`config.mk`:
```
export PLATFORM = sky130hd
export DESIGN_NAME = paddle_ai
export DESIGN_NICKNAME = d
export VERILOG_FILES = /design/src/rtl/pong_pkg.sv /design/src/rtl/tick_counter.sv /design/src/rtl/paddle_ai.sv
export SDC_FILE = /design/constraint.sdc
export NUM_CORES = 1
export LEC_CHECK = 0
export BUFFER_PORTS_ARGS = -buffer_cell sky130_fd_sc_hd__buf_2
export CORE_ASPECT_RATIO = 1.2
export CORE_MARGIN = 4
export CORE_UTILIZATION = 35
export CTS_BUF_LIST = sky130_fd_sc_hd__clkbuf_4 sky130_fd_sc_hd__clkbuf_8 sky130_fd_sc_hd__clkbuf_16
export DETAILED_ROUTE_END_ITERATION = 10
export GPL_TIMING_DRIVEN = 0
export SLEW_MARGIN = 30
export SYNTH_ARGS = -nofsm -noshare
export SYNTH_HDL_FRONTEND = slang
export SYNTH_SLANG_ARGS = --single-unit
```
`constraint.sdc`:
```
create_clock -name clk -period 3.7 [get_ports clk]
set_input_delay 0.185 -clock clk [delete_from_list [all_inputs] [get_ports clk]]
set_output_delay 0.185 -clock clk [all_outputs]
set_load 0.01 [all_outputs]
```
`src/rtl/pong_pkg.sv`:
```
// Shared pong definitions: AI state encoding and default playfield geometry.
package pong_pkg;

  typedef enum logic [1:0] {
    ST_IDLE  = 2'd0,
    ST_HOME  = 2'd1,
    ST_WAIT  = 2'd2,
    ST_TRACK = 2'd3
  } ai_state_t;

  localparam int PONG_Y_W      = 10;
  localparam int PONG_MIN_Y    = 30;
  localparam int PONG_MAX_Y    = 329;
  localparam int PONG_CENTER_Y = 180;

endpackage

```
`src/rtl/tick_counter.sv`:
```
// Loadable down-counter advanced by a tick strobe; flags when it holds 1.
module tick_counter #(
  parameter int W = 8
) (
  input  logic         clk,
  input  logic         reset,
  input  logic         load,
  input  logic [W-1:0] load_val,
  input  logic         tick,
  output logic         one
);

  logic [W-1:0] count;

  always_ff @(posedge clk or posedge reset) begin
    if (reset)                       count <= '0;
    else if (load)                   count <= load_val;
    else if (tick && count != '0)    count <= count - 1'b1;
  end

  assign one = (count == W'(1));

endmodule

```
`src/rtl/paddle_ai.sv`:
```
// Computer paddle controller: homes to center, waits a reaction delay, then tracks the ball.
module paddle_ai
  import pong_pkg::*;
#(
  parameter int Y_W         = PONG_Y_W,
  parameter int MIN_Y       = PONG_MIN_Y,
  parameter int MAX_Y       = PONG_MAX_Y,
  parameter int CENTER_Y    = PONG_CENTER_Y,
  parameter int DEADBAND    = 4,
  parameter int REACT_TICKS = 8
) (
  input  logic           clk,
  input  logic           reset,
  input  logic           tick,
  input  logic           enable,
  input  logic [Y_W-1:0] ball_y,
  input  logic           ball_toward,
  input  logic [Y_W-1:0] paddle_y,
  output logic           up,
  output logic           down,
  output logic [1:0]     state
);

  localparam logic signed [Y_W:0] DB = (Y_W+1)'(DEADBAND);

  ai_state_t             st;
  logic                  cnt_load, cnt_one;
  logic [Y_W-1:0]        target;
  logic signed [Y_W:0]   err;
  logic                  move_ok, want_up, want_dn;

  assign cnt_load = enable && (st == ST_HOME) && ball_toward;

  tick_counter #(.W(8)) u_react (
    .clk      (clk),
    .reset    (reset),
    .load     (cnt_load),
    .load_val (8'(REACT_TICKS)),
    .tick     (tick),
    .one      (cnt_one)
  );

  // Moves are judged against the pre-edge state, so a transition never affects its own cycle.
  assign target  = (st == ST_TRACK) ? ball_y : Y_W'(CENTER_Y);
  assign err     = $signed({1'b0, target}) - $signed({1'b0, paddle_y});
  assign move_ok = tick && enable && (st != ST_IDLE);
  assign want_up = move_ok && (err > DB)  && (paddle_y < Y_W'(MAX_Y));
  assign want_dn = move_ok && (err < -DB) && (paddle_y > Y_W'(MIN_Y));

  always_ff @(posedge clk or posedge reset) begin
    if (reset) begin
      st   <= ST_IDLE;
      up   <= 1'b0;
      down <= 1'b0;
    end else begin
      up   <= want_up;
      down <= want_dn;
      if (!enable) st <= ST_IDLE;
      else begin
        case (st)
          ST_IDLE:  st <= ST_HOME;
          ST_HOME:  if (ball_toward) st <= ST_WAIT;
          // Losing the ball outranks finishing the reaction delay.
          ST_WAIT:  if (!ball_toward)          st <= ST_HOME;
                    else if (tick && cnt_one)  st <= ST_TRACK;
          ST_TRACK: if (!ball_toward) st <= ST_HOME;
          default:  st <= ST_IDLE;
        endcase
      end
    end
  end

  assign state = st;

endmodule

```
==> impl_results.md <==
- Largest cells by area after synthesis: dfrtp_1, ha_1, inv_1
- Worst slew margin: 0.607
- Power, Total: 572 uW
- Non-filler cells, final: ~230
- Cell Area, Placed: 1470 um2
- WP data arrival: around 3200 ps
- Tightest Hold Check Type: primary input to flop
- Final Cell Area: ~1500 um2
- Delay-heaviest family, CP: compound AO/OA/AOI/OAI gates
- Vias: 1209
- Synth cell count leaders: inv_1, ha_1, nor2_1
- Crit path buffers/inverters: 2
- # rows: 23
- Clk slew on worst S/H paths: 50 ps
- Post-CTS sizing: 0
- Mapped Nets: 200
- HPWL Detailed: between 2000 and 2500 um
- Cell accounting for the most synthesized area: dfrtp_1
- Unique cell type count in the Yosys netlist: 39
- Antenna-violating nets left: 0
- Cells along the critical path: ha_1 > clkbuf_1 > nand2_1 > ha_1 > inv_1 > fa_1 > a21o_1 > a221oi_1 > nor2_1 > a21oi_1 > nor3_1 > a311oi_1
- Slowest-stage cell, CP: a221oi_1
- Post-Synthesis Cell Area: 1280 um2
- Total Wirelength: 2920 um
- Clk root buf: clkbuf_8
- Clock Tree Buf Depth: 2
- Largest net degree at the start of global routing: 13
- Final period utilization: 0.818
- Synth Register Bits: 12
- R2R Path End: up$_DFF_PP0_
- Initial Util: 0.374
- Synth top area share: 0.234
- Max Fclk: 331 MHz
- Total grt overflow: 0
- Total negative setup slack: 0 ps
- Die X: 63.2 um
- DRC errors left: 0
- CP required: 3850 ps
- Top_reg_cell synth: dfrtp_1
- Port bufs: 28
- RSZ-0062 raised after global routing: false
- Io pins: 29
- CTS tree: done
- Tot GR Track Use: 0.137
- CTS buffer count: 3
- Status: complete, no violations
- Tmin final: 3030 ps
- Diodes inserted: 0
- Nets: 234
- Final Max Tran Viols: 0
- Global-route wire length before repair: 5150 um
- Max FO, Critical Path: 10
- WL/cell: about 13 um
- Initial antenna violation count: 0
- Mapped Avg Cell Area: 8.16 um2
- Via density: between 5 and 6
- R2R cell count: 12
- Die area: around 4700 um2
- Ys async rst share: 1.00
- Syn-to-layout area delta: 19.6%
- Yosys warnings: 0
- Sequential area share after synthesis: 0.234
- Count leader, synth: inv_1
- Most common cell on crit path: ha_1
- Cell count after placement: 222
- Final Setup Violations: 0
- Pwr Density: 373 nW/um2
- EDFF count, synth: 0
- CP endpoint: up$_DFF_PP0_
- Vias in the first global route: 1243
- Skew final: 2.06 ps
- Worst-Margin Slew: 590 ps
- Pre-antenna DRT Iters: 4
- Gate Count Post-Synth: 157
- Clock sinks: 12
- CP Launch Point: state[1]$_DFFE_PP0P_
- Leak: approximately 0.75 nW
- Core Box Area: 3420 um2
- Reg2Reg Setup Slack: 670 ps
- Setup bufs post-CTS: 0
- Crit Reg-Reg Startpoint: state[1]$_DFFE_PP0P_
- Die height: 74.3 um
- Share of layout cells above drive strength 1: 0.195
- Worst setup SP type: flop
- Maximum VDD drop: 112 uV
- CP max stage delay: 530 ps
- Placer congestion estimate: roughly 0.83
- Crit path kind: flop to flop
- H-tree Lvls: 1
- Worst path depth: 12
- CP endpoint kind: flop
- Fin. Hold Viols: 0
- Max cap viols: 0
- DR iter-0 viols: 48
- Worst-skew pair later-pin latency: 240 ps
==> cells by family (layout without fill, tap and decap cells) <==
logic type | after synthesis | in the layout | synth area share
and+or+nand+nor | 54 | 54 | 0.218
AOI/OAI and AO/OA | 38 | 38 | 0.209
adders and majority gates | 18 | 18 | 0.182
buffers and inverters | 21 | 54 | 0.0615
DFF | 12 | 12 | 0.234
xor gates and xnor gates | 14 | 14 | 0.0957
==> final cells by class <==
type                    count  area (um2)
well taps                  37        46.3
clock buffers               4        55.1
plain buffers               2        7.51
flip-flops and latches     12         300
multi-input cells         124         902
inverters                  19        71.3
fillers                   350        1890
repair buffers             29         150
==> power breakdown <==
group / internal, mW / leakage, nW / switching (mW)
clock: 0.0941 / 0.0288 / 0.0497
combinational: 0.105 / 0.572 / 0.114
sequential: 0.171 / 0.154 / 0.0388
total: 0.369 / 0.755 / 0.203
==> per-layer routing <==
layer	global-route usage	routed length, um	vias to the layer above
li1	-	-	612
met1	0.151	1250	553
met2	0.257	1460	39
met3	0.0166	151	5
met4	0.0767	57	0
met5	0	0	-
==> registers in the layout, summed over array words and instances (netlist names) <==
register       count
down               1
state              2
u_react.count      8
up                 1
==> how the worst min path moves through the flow <==
stage / slack, ps / to / depth (start not counted) / start
2_1_floorplan: 50 / down$_DFF_PP0_ / 1 / reset
3_3_place_gp: 200 / u_react.count[4]$_DFFE_PP0P_ / 2 / reset
3_5_place_dp: 220 / u_react.count[3]$_DFFE_PP0P_ / 2 / reset
4_1_cts: 220 / up$_DFF_PP0_ / 4 / paddle_y[9]
5_1_grt: 230 / state[0]$_DFFE_PP0P_ / 2 / enable
6_report: 220 / up$_DFF_PP0_ / 4 / paddle_y[9]
==> per-stage QoR <==
stage	hold WS, ps	utilization	setup WS, ps
after detailed placement	223	0.429	680
after floorplan	49.7	-	952
final	218	0.448	674
after global placement	199	0.429	710
after global routing	226	0.448	451
after CTS	217	0.448	672
==> placed cells by master, fill, tap and decap left out, types with 2 or more instances in the layout <==
cell type / count
o21a_1: 2
nand2_1: 9
ha_1: 17
clkbuf_8: 4
a311oi_1: 2
or2_2: 2
buf_2: 28
and3_1: 3
xor2_1: 7
and2_1: 5
nor2_1: 16
nand3_1: 3
nor3_1: 4
a21oi_1: 9
a21o_1: 3
xnor2_1: 7
o2111ai_1: 2
inv_1: 19
dfrtp_1: 12
nand2b_1: 5
a31oi_1: 4
o21ai_0: 6
nor2b_1: 2
==> tightest hold or removal path, stage by stage <==
cell	delay (ps)
buf_2	100
nor2_1	40
nand2_1	50
a311oi_1	40
==> what timing repair did <==
action	in CTS	in global routing
hold buffers	1	0
hold endpoints to repair	12	0
endpoints found under the setup margin	0	0
(Power assumes the default switching activity.)
